**config.mk**
```make
export PLATFORM = sky130hd
export DESIGN_NAME = apb_wait_regfile_slave
export DESIGN_NICKNAME = d
export VERILOG_FILES = /design/src/rtl/apb_wait_regfile_slave.sv
export SDC_FILE = /design/constraint.sdc
export NUM_CORES = 1
export LEC_CHECK = 0
export ABC_CLOCK_PERIOD_IN_PS = 16750
export CAP_MARGIN = 20
export CORE_MARGIN = 3
export CORE_UTILIZATION = 55
export CTS_BUF_LIST = sky130_fd_sc_hd__clkbuf_8
export CTS_CLUSTER_DIAMETER = 120
export CTS_CLUSTER_SIZE = 14
export DETAILED_ROUTE_END_ITERATION = 16
export PLACE_DENSITY_LB_ADDON = 0.12
export SLEW_MARGIN = 0
export SYNTH_ARGS = -nofsm -noshare
export SYNTH_HDL_FRONTEND = slang
export SYNTH_SLANG_ARGS = --single-unit
```
**constraint.sdc**
```tcl
create_clock -name PCLK -period 16.75 [get_ports PCLK]
set_clock_uncertainty 0.05 [all_clocks]
set_input_delay 1.675 -clock PCLK [delete_from_list [all_inputs] [get_ports PCLK]]
set_output_delay 1.675 -clock PCLK [all_outputs]
set_load 0.01 [all_outputs]
```
**src/rtl/apb_wait_regfile_slave.sv**
```systemverilog
`timescale 1ns/1ps
// APB3 completer holding the four lab registers plus a read-only write counter.
// Programmable wait states before PREADY, and PSLVERR on bad decode.
//
// Ports:
//   PCLK     bus clock, rising edge
//   PRESET   asynchronous active-high reset
//   PSEL     completer select
//   PENABLE  access-phase indicator
//   PWRITE   1 = write, 0 = read
//   PADDR    byte address (32b)
//   PWDATA   write data (32b)
//   PRDATA   read data; nonzero only on a completing, non-error read
//   PREADY   transfer completes when PSEL=PENABLE=PREADY=1
//   PSLVERR  error response, qualified by PREADY
//
// Register map: 0x0 number_in_group, 0x4 date, 0x8 surname, 0xC name (RW),
//               0x10 write counter (RO).
module apb_wait_regfile_slave #(
  parameter int unsigned WAIT_STATES = 1,
  parameter logic [31:0] RST_VAL     = 32'h0
) (
  input  logic        PCLK,
  input  logic        PRESET,
  input  logic        PSEL,
  input  logic        PENABLE,
  input  logic        PWRITE,
  input  logic [31:0] PADDR,
  input  logic [31:0] PWDATA,
  output logic [31:0] PRDATA,
  output logic        PREADY,
  output logic        PSLVERR
);

  typedef enum logic {StIdle, StAccess} state_e;

  localparam logic [2:0] WaitInit = 3'(WAIT_STATES);

  state_e      state_q, state_d;
  logic [2:0]  wait_q, wait_d;
  logic [31:0] addr_q, addr_d;
  logic        write_q, write_d;
  logic [31:0] wdata_q, wdata_d;
  logic [31:0] reg_q [4];
  logic [31:0] wcnt_q;

  logic        ready;
  logic        commit;
  logic        err;
  logic        is_cnt;
  logic [1:0]  idx;
  logic [31:0] rdata_sel;

  // Decode always works on the latched setup values, never on the live bus.
  assign idx    = addr_q[3:2];
  assign is_cnt = (addr_q == 32'h10);
  assign err    = (addr_q[1:0] != 2'b00) || (addr_q > 32'h10) || (write_q && is_cnt);

  always_comb begin
    state_d = state_q;
    wait_d  = wait_q;
    addr_d  = addr_q;
    write_d = write_q;
    wdata_d = wdata_q;
    ready   = 1'b0;
    commit  = 1'b0;
    unique case (state_q)
      StIdle: begin
        // PENABLE high here is not a setup phase and is ignored.
        if (PSEL && !PENABLE) begin
          state_d = StAccess;
          wait_d  = WaitInit;
          addr_d  = PADDR;
          write_d = PWRITE;
          wdata_d = PWDATA;
        end
      end
      StAccess: begin
        if (wait_q == 3'd0) begin
          ready = 1'b1;
        end
        if (!PSEL) begin
          state_d = StIdle;
        end else if (wait_q != 3'd0) begin
          wait_d = wait_q - 3'd1;
        end else if (PENABLE) begin
          commit  = 1'b1;
          state_d = StIdle;
        end
      end
      default: state_d = StIdle;
    endcase
  end

  always_ff @(posedge PCLK or posedge PRESET) begin
    if (PRESET) begin
      state_q <= StIdle;
      wait_q  <= 3'd0;
      addr_q  <= 32'h0;
      write_q <= 1'b0;
      wdata_q <= 32'h0;
    end else begin
      state_q <= state_d;
      wait_q  <= wait_d;
      addr_q  <= addr_d;
      write_q <= write_d;
      wdata_q <= wdata_d;
    end
  end

  always_ff @(posedge PCLK or posedge PRESET) begin
    if (PRESET) begin
      for (int i = 0; i < 4; i++) begin
        reg_q[i] <= RST_VAL;
      end
      wcnt_q <= 32'h0;
    end else if (commit && write_q && !err) begin
      // Writes to 0x10 are errors, so a good write always targets a RW register.
      reg_q[idx] <= wdata_q;
      wcnt_q     <= wcnt_q + 32'd1;
    end
  end

  always_comb begin
    rdata_sel = is_cnt ? wcnt_q : reg_q[idx];
    PREADY    = ready;
    PSLVERR   = ready && err;
    PRDATA    = (ready && !write_q && !err) ? rdata_sel : 32'h0;
  end

endmodule

```
# Yosys cells after proc, flatten, opt, wreduce, memory -nomap -nowiden
# Cells that the tools add are included.
# classes
bitwise_logic	2
reduce_logical	18
n_mux	23
addsub	2
n_eq_ne	4
order_cmp	3
# op_table
op	n
two-way mux 32 bit	5
bitwise mux 128 bit	1
binary-select mux 32 bit (select 2 bit)	1
demux 32 bit (select 2 bit)	1
adder 32 x 1 -> 32 bit (second input constant)	1
== test 32 x 5 -> 1 bit (second input constant)	1
greater-than comparator 32 x 5 -> 1 bit (second input constant)	1
two-way mux 1 bit	10
two-way mux 3 bit	3
logical AND 1 bit	8
one-hot mux 3 bit (2 select lines)	1
!= test 2 bit (second input constant)	2
greater-or-equal comparator 3 bit (second input constant)	1
logical NOT 1 bit	3
logical NOT 3 bit	1
less-than comparator 3 x 1 -> 1 bit (second input constant)	1
inverter 2 -> 3 bit	1
AND reduction 3 bit	1
nonzero test 3 bit	1
subtractor 3 x 1 -> 3 bit (second input constant)	1
logical OR 1 bit	2
!= test 2 x 1 -> 1 bit (second input constant)	1
one-hot mux 1 bit (2 select lines)	1
AND reduction 2 bit	1
2 further kinds	2
# word_totals
out_inout_bits	34
register_bits	229
in_bits	69

# Depth between registers and ports, before layout
# logic_depth
ltp_word	6
depth_mapped	10
mapped_depth_nobuf	8

# Worst setup path after synthesis
# OpenSTA, ideal clock, no wires.
# synth_path
path_kind	register to output
startpoint	register addr_q[26]
endpoint	output PRDATA[10]
required_time_ns	15.025
path_stages_with_launch	7
arrival_ns	1.665
slack_ns	13.360
path_cell_list	dfrtp_1 nor4_1 nand4_1 nor2_1 nand4_1 clkbuf_1 a21oi_1
# synth_between
elab_chain_cells	6
word_cells_on_any_way	9
# synth_lines
element	line_no	rtl
from (decl)	41	logic [31:0] addr_q, addr_d;
from (signal assigned)	105	addr_q <= addr_d;
greater-than comparator 32 x 5 -> 1 bit or == test 32 x 5 -> 1 bit (tied branches)	57, 56	
logical OR 1 bit or logical AND 1 bit (tied branches)	57	assign err = (addr_q[1:0] != 2'b00) || (addr_q > 32'h10) || (write_q && is_cnt);
logical OR 1 bit	57	
logical NOT 1 bit	128	PRDATA = (ready && !write_q && !err) ? rdata_sel : 32'h0;
logical AND 1 bit	128	
two-way mux 32 bit (*)	128	
to (decl)	30	output logic [31:0] PRDATA,
# Every way passes the cells marked *; elsewhere a longest branch is shown, timed or not.

# Worst setup path in the final report
# layout_path
startpoint	register addr_q[29]
endpoint	output PRDATA[10]
# Same word-level chain as after synthesis.

==> metrics.txt <==
placed cells roughly 1000; max cap viols 0; Crit Path Class flop to output pin; Async SR Flop Fraction 1.00; drt total wl between 20 and 25 mm; die area 0.0203 mm^2; H-Tree Depth 1; Setup crit start kind flop; Hold-fix buffers, CTS 0; nets@finish ~900; setup repair after global routing missed its margin no; first-pass GRT wire length between 30 and 40 mm; Detail Placement HPWL between 10 and 15 mm; Worst Path Arrival 3.26 ns; vias in the first global route roughly 6800; Fmax achieved around 200 MHz; routed vias between 6000 and 7000; worst min path class flop to flop; top cell type's share of synthesized area 0.558; sequential-to-total area share from yosys stat 0.558; Net Count, Synth 809; Post-CTS Setup Inserts 0; Main synth FF type dfrtp_1; Static Leak about 5.3 nW; number of enable flip-flop cells after synthesis 0; final setup fails 0; Port Buffers around 100; Post-Syn Instances approximately 740; placer's final routability congestion estimate around 0.8; multi-input logic area approximately 0.0042 mm^2; DRC errors left 0; post-synth top area cell dfrtp_1; GRT Overall Usage 0.217; design area ~0.012 mm^2; initial antenna violation count 0; Skew-Pair Late Insertion Delay about 0.51 ns; period utilization 0.297; Peak VDD IR 0.0997 mV; CP endpoint kind output pin; Area growth syn-to-layout 14.2%; Routed WL per cell slightly above 20 um; core area 0.0181 mm^2; Top Ports ~100; first drt pass iteration count 4; DP Area approximately 0.011 mm^2; Max FO, Critical Path 32; Setup WS pre-CTS 11.68 ns; DRT iter0 DRCs 303; Avg Cell Area, Syn approximately 14 um^2; Die X around 140 um; TritonCTS clock tree done; FILL cells 1365; grt ovf 0; Register Area approximately 0.0057 mm^2; layout cells sized above 1 0.206; setup TNS 0 ns; Clock transition at path regs 0.09 ns; largest net degree at the start of global routing about 150; Clock Sink Count between 200 and 250; DRT antenna net count 0; Row Count slightly below 50; Final WS setup 11.77 ns; Hold Violations, Final 0; largest cells by area after synthesis dfrtp_1 (56%), mux2_2 (11%), mux2_1 (10%), mux4_2 (7.0%), nand2_1 (2.7%); Cell Area, Synth roughly 0.010 mm^2; Synthesis Warnings 0; Max-slew headroom 0.336; CP required about 15 ns; post-route minimum period 4.98 ns; Worst Max-Slew Pin Slew 0.996 ns; CTS Buffer Depth 3; Max Slew Vio Count 0; Num CTS Buffers 20; Root Buffer Master clkbuf_8; vias per cell just under 6; Synth cell types 36; Starting Density 0.566; # resized after CTS 0; Antenna diodes 0; Seq cells post-synth between 200 and 250; WHS between 0.4 and 0.5 ns; status completed; Die Y ~140 um; power density cells about 90 mW/mm^2; Layout Cells excl Fill 1060
## synth_stat cells, drive strengths merged (2+ instances only)
| master | instances |
|---|---|
| dfrtp | 229 |
| mux2 | 194 |
| nand2 | 74 |
| a21oi | 32 |
| mux4 | 32 |
| buf | 30 |
| xnor2 | 30 |
| nand4 | 18 |
| nand3 | 17 |
| clkbuf | 14 |
| and3 | 11 |
| nor2 | 7 |
| nor4 | 7 |
| and2 | 6 |
| inv | 6 |
| nor3 | 5 |
| o21ai | 5 |
| and4 | 3 |
| ha | 3 |
| a22o | 2 |
| and3b | 2 |
| nand2b | 2 |
## state kept, by name, summed over array words and instances (netlist names)
register,cells
addr_q,32
wdata_q,32
state_q,1
write_q,1
wait_q,3
wcnt_q,32
reg_q,128
## routing by layer
metal  part of all wire  routed length (um)  vias to the layer above  global-route usage
li1                   -                   -                     2814                   -
met1               0.44                9440                     3287               0.303
met2               0.50               10700                      134               0.372
met3              0.042                 887                       26              0.0255
met4              0.014                 306                        0              0.0485
met5                  0                   0                        -                   0
## per-stage QoR
step	util	total power, W
finish	0.646	0.00105
global route	0.646	0.00111
CTS	0.644	0.00107
detailed placement	0.627	0.000778
global placement	0.627	0.000769
floorplan	-	0.000723
## logic make-up after synthesis
| group | Yosys count | share of synthesized area |
|---|---|---|
| AO/OA/AOI/OAI | 43 | 0.0225 |
| adder cells (fa/ha/maj) | 3 | 0.00366 |
| flip-flops | 229 | 0.558 |
| XOR/XNOR | 31 | 0.0264 |
| multiplexers | 226 | 0.283 |
| AND/OR/NAND/NOR | 155 | 0.0763 |
| buffers and inverters | 50 | 0.0299 |
## final timing paths
| kind | to | slack (ns) | from | cells after the start |
|---|---|---|---|---|
| setup / recovery | PRDATA[10] | 11.77 | addr_q[29] | 7 |
| hold / removal | reg_q[5] | 0.44 | reg_q[5] | 1 |
| setup reg to reg | reg_q[122] | 12.86 | wait_q[0] | 9 |
| hold reg to reg | reg_q[5] | 0.44 | reg_q[5] | 1 |
| max in group asynchronous | reg_q[5] | 13.50 | PRESET | 4 |
| min in group asynchronous | wdata_q[4] | 1.72 | PRESET | 2 |
## placed cells by master (no fill, tap or decap), drive strengths merged, types with 3 or more instances in the layout
master           n
a21oi           32
and2             6
and3            11
and4             3
buf             13
clkbuf          21
clkdlybuf4s50  102
dfrtp          229
ha               3
inv              8
mux2           194
mux4            32
nand2           74
nand3           17
nand4           18
nor2             7
nor3             5
nor4             7
o21ai            5
xnor2           30
## critical path: stages, from the launching register on
cell,delay (ns)
dfrtp_1,0.38
nor4_1,0.43
nand4_1,0.34
nor2_1,0.30
nand4_1,0.13
buf_4,0.29
a21oi_1,0.28
clkdlybuf4s50_1,0.59
## power by group
group / internal [W] / total (W) / switching, W
Combinational: 0.0000711 / 0.000139 / 0.0000677
Sequential: 0.000591 / 0.000627 / 0.0000364
Clock: 0.000114 / 0.000286 / 0.000171
Total: 0.000776 / 0.00105 / 0.000275
## layout make-up
type                       instances  area share
clock inverter                     2     0.00128
inverter                           6     0.00256
sequential                       229       0.489
clock buffer                      21      0.0247
timing repair buffer             115      0.0971
multi-input combinational        458       0.361
tap                              229      0.0244
No activity file was read; power rests on OpenSTA's default activity.
==> edit 1, RTL diff (same flow settings) <==
Reset style: synchronous (`PRESET`), changed in 2 clocked blocks. Comments in the files are not updated.
--- a/src/rtl/apb_wait_regfile_slave.sv
+++ b/src/rtl/apb_wait_regfile_slave.sv
@@ -93,5 +93,5 @@
   end
 
-  always_ff @(posedge PCLK or posedge PRESET) begin
+  always_ff @(posedge PCLK) begin
     if (PRESET) begin
       state_q <= StIdle;
@@ -109,5 +109,5 @@
   end
 
-  always_ff @(posedge PCLK or posedge PRESET) begin
+  always_ff @(posedge PCLK) begin
     if (PRESET) begin
       for (int i = 0; i < 4; i++) begin
Check against the original RTL: differs if PRESET is asserted again (counterexample within 4 cycles, from zero or initial values and one cycle with PRESET high); with PRESET held inactive, the same outputs for 4 cycles.
==> edit 1 against the unedited design <==
- setup slack gained 11 ps
- area after synthesis shrank 0.82%
- synthesized cell count grew 29%
- final cell count grew 20%
- cell area shrank 0.21%
- sequential share of layout area grew 1.6 points
- wire length grew 10%
- sequential cell count grew 2
- fmax grew 0.22%
- power shrank 4.8%
- largest cell class unchanged
- largest power group unchanged
==> edit 1: results (changes against the unedited design) <==
Worst setup path
  – Cell type of the slowest stage on the worst timing path: sky130_fd_sc_hd__or3_1
  – Signal arrival time at the worst endpoint: 3240 ps (-20 ps)
  – Crit-path max cell delay: 620 ps (+30 ps)
  – Depth of the worst register-to-register path: 6 (-3)
  – Beginning of the worst register-to-register path: addr_q[5]
  – Critical-path maximum fanout: 24 (-25%)
  – Register-to-register setup slack: 13060 ps (+200 ps)
  – Endpoint of the worst register-to-register path: reg_q[2][15]

Yosys
  – Main synth FF type: sky130_fd_sc_hd__edfxtp_1
  – Library cells used by synthesis: 43 (+19%)
  – Post-synth ARST share: 0% (-100 points)
  – Synthesized netlist cell count: 954 (+29%)
  – Top cells by instance count after synthesis: sky130_fd_sc_hd__nand2_1 (216), sky130_fd_sc_hd__a21oi_1 (128), sky130_fd_sc_hd__edfxtp_1 (128)
  – Synth top area cells: sky130_fd_sc_hd__edfxtp_1 (38%), sky130_fd_sc_hd__dfxtp_1 (20%), sky130_fd_sc_hd__nand2_1 (8.0%)
  – Synthesized netlist net count: 1026 (+27%)

Detailed routing
  – Vias/cell: 5.73 (-2.9%)
  – M1 wire length: 10.8 mm (+14%)
  – Total length of routed met2 wires: 10.8 mm (+0.59%)
  – Initial DRC count: 516 (+70%)
  – Average wire per cell in the routed design: 18.5 um (-8.0%)
  – Pre-antenna DRT Iters: 5 (+1)
  – Via count: 7264 (+16%)

Pwr
  – Lkg Pwr: 0.00408 uW (-22%)
  – Net switching share of the total power: 23.5% (-2.7 points)
  – Maximum vdd ir drop: 0.0539 mV (-46%)
  – Areal power density over the cells: 85.6 nW/um^2 (-4.5%)
  – Clock share of power: 30.2% (+3.0 points)
  – Combinational power: 75.7 uW (-46%)

Placed design
  – Placer's final routability congestion estimate: 0.809 (-0.80%)
  – HPWL after detailed placement: 15.2 mm (+8.5%)
  – Dpl cells: 1229 (+19%)

Global routing
  – Met1 demand-to-capacity share in global routing: 34.3% (+4.0 points)
  – Global Route Usage Sum: 23.2% (+1.5 points)
  – Fraction of met2 tracks used by global routing: 35.9% (-1.3 points)
  – Global-route wire length before repair: 37.6 mm (+5.9%)
  – Vias in the first global route: 6994 (+3.2%)
  – Met3 usage: 4.27% (+1.7 points)
  – Largest net degree at the start of global routing: 79 (-46%)

Final layout
  – Total number of nets in the final design: 1096 (+22%)

Hold path
  – Origin of the worst min-delay path: addr_q[1]
  – Hold depth: 2 (+1)
  – Sink of the worst hold path: addr_q[1]

Status
  – Run status: complete, no violations

Timing
  – Max-slew headroom at the worst pin: 31.1% (-2.5 points)
  – Final worst hold slack: 413 ps (-22.2 ps)

Clock tree
  – Skew-Pair Late Insertion Delay: 530 ps (+20 ps)
==> edit 1: critical path, delay by kind of cell, from the launching register on <==
family	cells	cell delay, ps
buffers and inverters	2	810
AOI/OAI and AO/OA	1	110
DFF	1	320
and+or+nand+nor	4	1470
==> edit 1: logic make-up after synthesis <==
logic type	count (synthesis)	synth area share, %
AND/OR/NAND/NOR	448	22.8
flip-flops	231	58.0
AO/OA/AOI/OAI	161	8.41
buffers and inverters	75	2.97
multiplexers	32	7.08
XOR/XNOR	4	0.344
adder cells (fa/ha/maj)	3	0.369
==> edit 1: layout make-up <==
class / instances / area (um^2)
Clock buffer: 21 / 289
Clock inverter: 15 / 61.3
Fill cell: 1471 / 6390
Inverter: 7 / 26.3
Multi-Input combinational cell: 648 / 3990
Sequential cell: 231 / 5910
Tap cell: 229 / 287
Timing Repair Buffer: 116 / 1140
==> edit 1: worst max-delay path by stage <==
stage                         endpoint  depth (start not counted)  slack (ps)      start
after floorplan            reg_q[0][0]                          4       13150    PENABLE
after global placement     reg_q[2][4]                          5       11010    PENABLE
after detailed placement  reg_q[2][18]                          5       10930       PSEL
after CTS                 reg_q[2][15]                          5       11510       PSEL
after global routing        PRDATA[13]                          7       11550  addr_q[5]
final                       PRDATA[13]                          7       11780  addr_q[5]
==> edit 1: per-stage QoR <==
| step | setup slack [ps] | cell area [um^2] |
|---|---|---|
| 2_1_floorplan | 13150 | 10200 |
| 3_3_place_gp | 11010 | 11300 |
| 3_5_place_dp | 10930 | 11300 |
| 4_1_cts | 11510 | 11700 |
| 5_1_grt | 11550 | 11700 |
| 6_report | 11780 | 11700 |
==> edit 2, RTL diff (config.mk and constraints unchanged) <==
Made on the original files. Put a register stage on the output `PSLVERR`, without a reset. The value now appears one clock later. The other outputs are not delayed to match.
--- a/src/rtl/apb_wait_regfile_slave.sv
+++ b/src/rtl/apb_wait_regfile_slave.sv
@@ -36,4 +36,6 @@
 
   localparam logic [2:0] WaitInit = 3'(WAIT_STATES);
+
+  logic PSLVERR_d;
 
   state_e      state_q, state_d;
@@ -125,6 +127,10 @@
     rdata_sel = is_cnt ? wcnt_q : reg_q[idx];
     PREADY    = ready;
-    PSLVERR   = ready && err;
+    PSLVERR_d = ready && err;
     PRDATA    = (ready && !write_q && !err) ? rdata_sel : 32'h0;
+  end
+
+  always_ff @(posedge PCLK) begin
+    PSLVERR <= PSLVERR_d;
   end
 
Function: changed (Yosys sat finds a counterexample within 4 cycles, from zero or initial values and one cycle with PRESET high).
==> edit 2 against the unedited design <==
- cell area is 0.51% higher
- setup slack worse by 470 ps
- sequential cell count is 1 higher
- wire length is 2.9% higher
- area after synthesis is 0.20% higher
- power is 1.6% higher
- final cell count is 0.66% higher
- global-route usage is 0.26 points higher
- critical endpoint is now PRDATA[21]
- highest routed layer unchanged
- synthesized cell count is 0.14% higher
- core utilization is 0.33 points higher
==> edit 2: results (changes against the unedited design) <==
Status
  – Run status: complete, no violations

Global routing
  – Largest net degree at the start of global routing: 153 (+4.1%)
  – Global-route wire length before repair: 35.9 mm (+1.3%)
  – Global Route Usage Sum: 22.0% (+0.26 points)
  – Vias in the first global route: 6797 (+0.31%)

Worst setup path
  – Cell type of the slowest stage on the worst timing path: sky130_fd_sc_hd__dfrtp_1
  – Crit-path max cell delay: 850 ps (+260 ps)
  – Critical-path maximum fanout: 24 (-25%)
  – Signal arrival time at the worst endpoint: 3730 ps (+470 ps)

Detailed routing
  – Initial DRC count: 376 (+24%)
  – Vias/cell: 5.91 (about the same)
  – Average wire per cell in the routed design: 20.6 um (+2.2%)
  – Pre-antenna DRT Iters: 7 (+3)

Placed design
  – Area after detailed placement: 11400 um^2 (+0.18%)
  – HPWL after detailed placement: 14.3 mm (+2.4%)
  – Dpl cells: 1036 (+0.097%)
  – Placer's final routability congestion estimate: 0.821 (+0.64%)

Yosys
  – Post-synth ARST share: 99.6% (-0.43 points)
  – Seq/Total Area, Yosys: 55.9% (+0.086 points)
  – Library cells used by synthesis: 37 (+2.8%)
  – Synthesized netlist cell count: 738 (+0.14%)
  – Synthesized netlist net count: 810 (+0.12%)
  – Synth top area cells: sky130_fd_sc_hd__dfrtp_1 (56%), sky130_fd_sc_hd__mux2_2 (11%), sky130_fd_sc_hd__mux2_1 (10%)

Clock tree
  – Skew-Pair Late Insertion Delay: 530 ps (+20 ps)

Final layout
  – Fraction of final layout cells with drive strength greater than 1: 20.4% (-0.17 points)
  – Total of fill cells in the finished design: 1380 (+1.1%)

Pwr
  – Maximum vdd ir drop: 0.0626 mV (-37%)
  – Lkg Pwr: 0.00531 uW (+0.88%)

Timing
  – Transition at the pin with the smallest max-transition slack: 969 ps (-26.6 ps)
## edit 2: cell type report
class,count,share of cell area (%)
clock buffer,21,2.45
clock inverter,8,0.297
inverter,6,0.255
multi-input combinational,458,35.9
sequential,230,48.8
tap,229,2.43
timing repair buffer,115,9.83
## edit 2: path summary, 6_finish.rpt
kind	to	cells past startpoint	startpoint	slack, ps
min in group asynchronous	addr_q[9]	2	PRESET	1430
max in group asynchronous	addr_q[2]	3	PRESET	13960
setup reg to reg	reg_q[94]	9	wait_q[0]	12950
hold / removal	wcnt_q[31]	1	wcnt_q[31]	440
hold reg to reg	wcnt_q[31]	1	wcnt_q[31]	440
setup / recovery	PRDATA[21]	7	addr_q[3]	11300
## edit 2: cell families after synthesis
| family | synth area share (%) |
|---|---|
| flops | 55.9 |
| fa+ha+maj | 0.365 |
| xor+xnor | 2.64 |
| buf+inv | 2.98 |
| simple gates | 7.62 |
| mux | 28.2 |
| compound gates | 2.25 |
## edit 2: report_power, final
group / switching [uW] / internal [uW] / leakage, uW / total (uW)
clock network: 179 / 116 / 0.000193 / 295
registers: 40.4 / 593 / 0.00305 / 634
logic: 66.3 / 72.9 / 0.00207 / 139
total: 286 / 782 / 0.00531 / 1070
## edit 2: per-stage QoR
stage | utilization, % | total power (uW) | worst slack [ps] | hold WS (ps)
3_5_place_dp | 62.9 | 783 | 11660 | 420
5_1_grt | 64.9 | 1120 | 11070 | 450
4_1_cts | 64.6 | 1080 | 11250 | 440
3_3_place_gp | 62.9 | 771 | 11730 | 411
6_report | 64.9 | 1070 | 11300 | 435
2_1_floorplan | - | 726 | 8750 | 395
## edit 2: routing by layer
metal | GRT usage [%] | up-vias | share of wire (%)
met5 | 0 | - | 0
met4 | 5.40 | 0 | 1.9
met3 | 2.71 | 32 | 3.9
met2 | 37.8 | 127 | 51
met1 | 30.1 | 3304 | 44
li1 | - | 2838 | -
## edit 2: critical path: cells and delay by family (launching register included)
kind / cells / cell delay, ps
AO/OA/AOI/OAI: 1 / 260
buffers and inverters: 3 / 1420
flip-flops: 1 / 850
AND/OR/NAND/NOR: 3 / 630
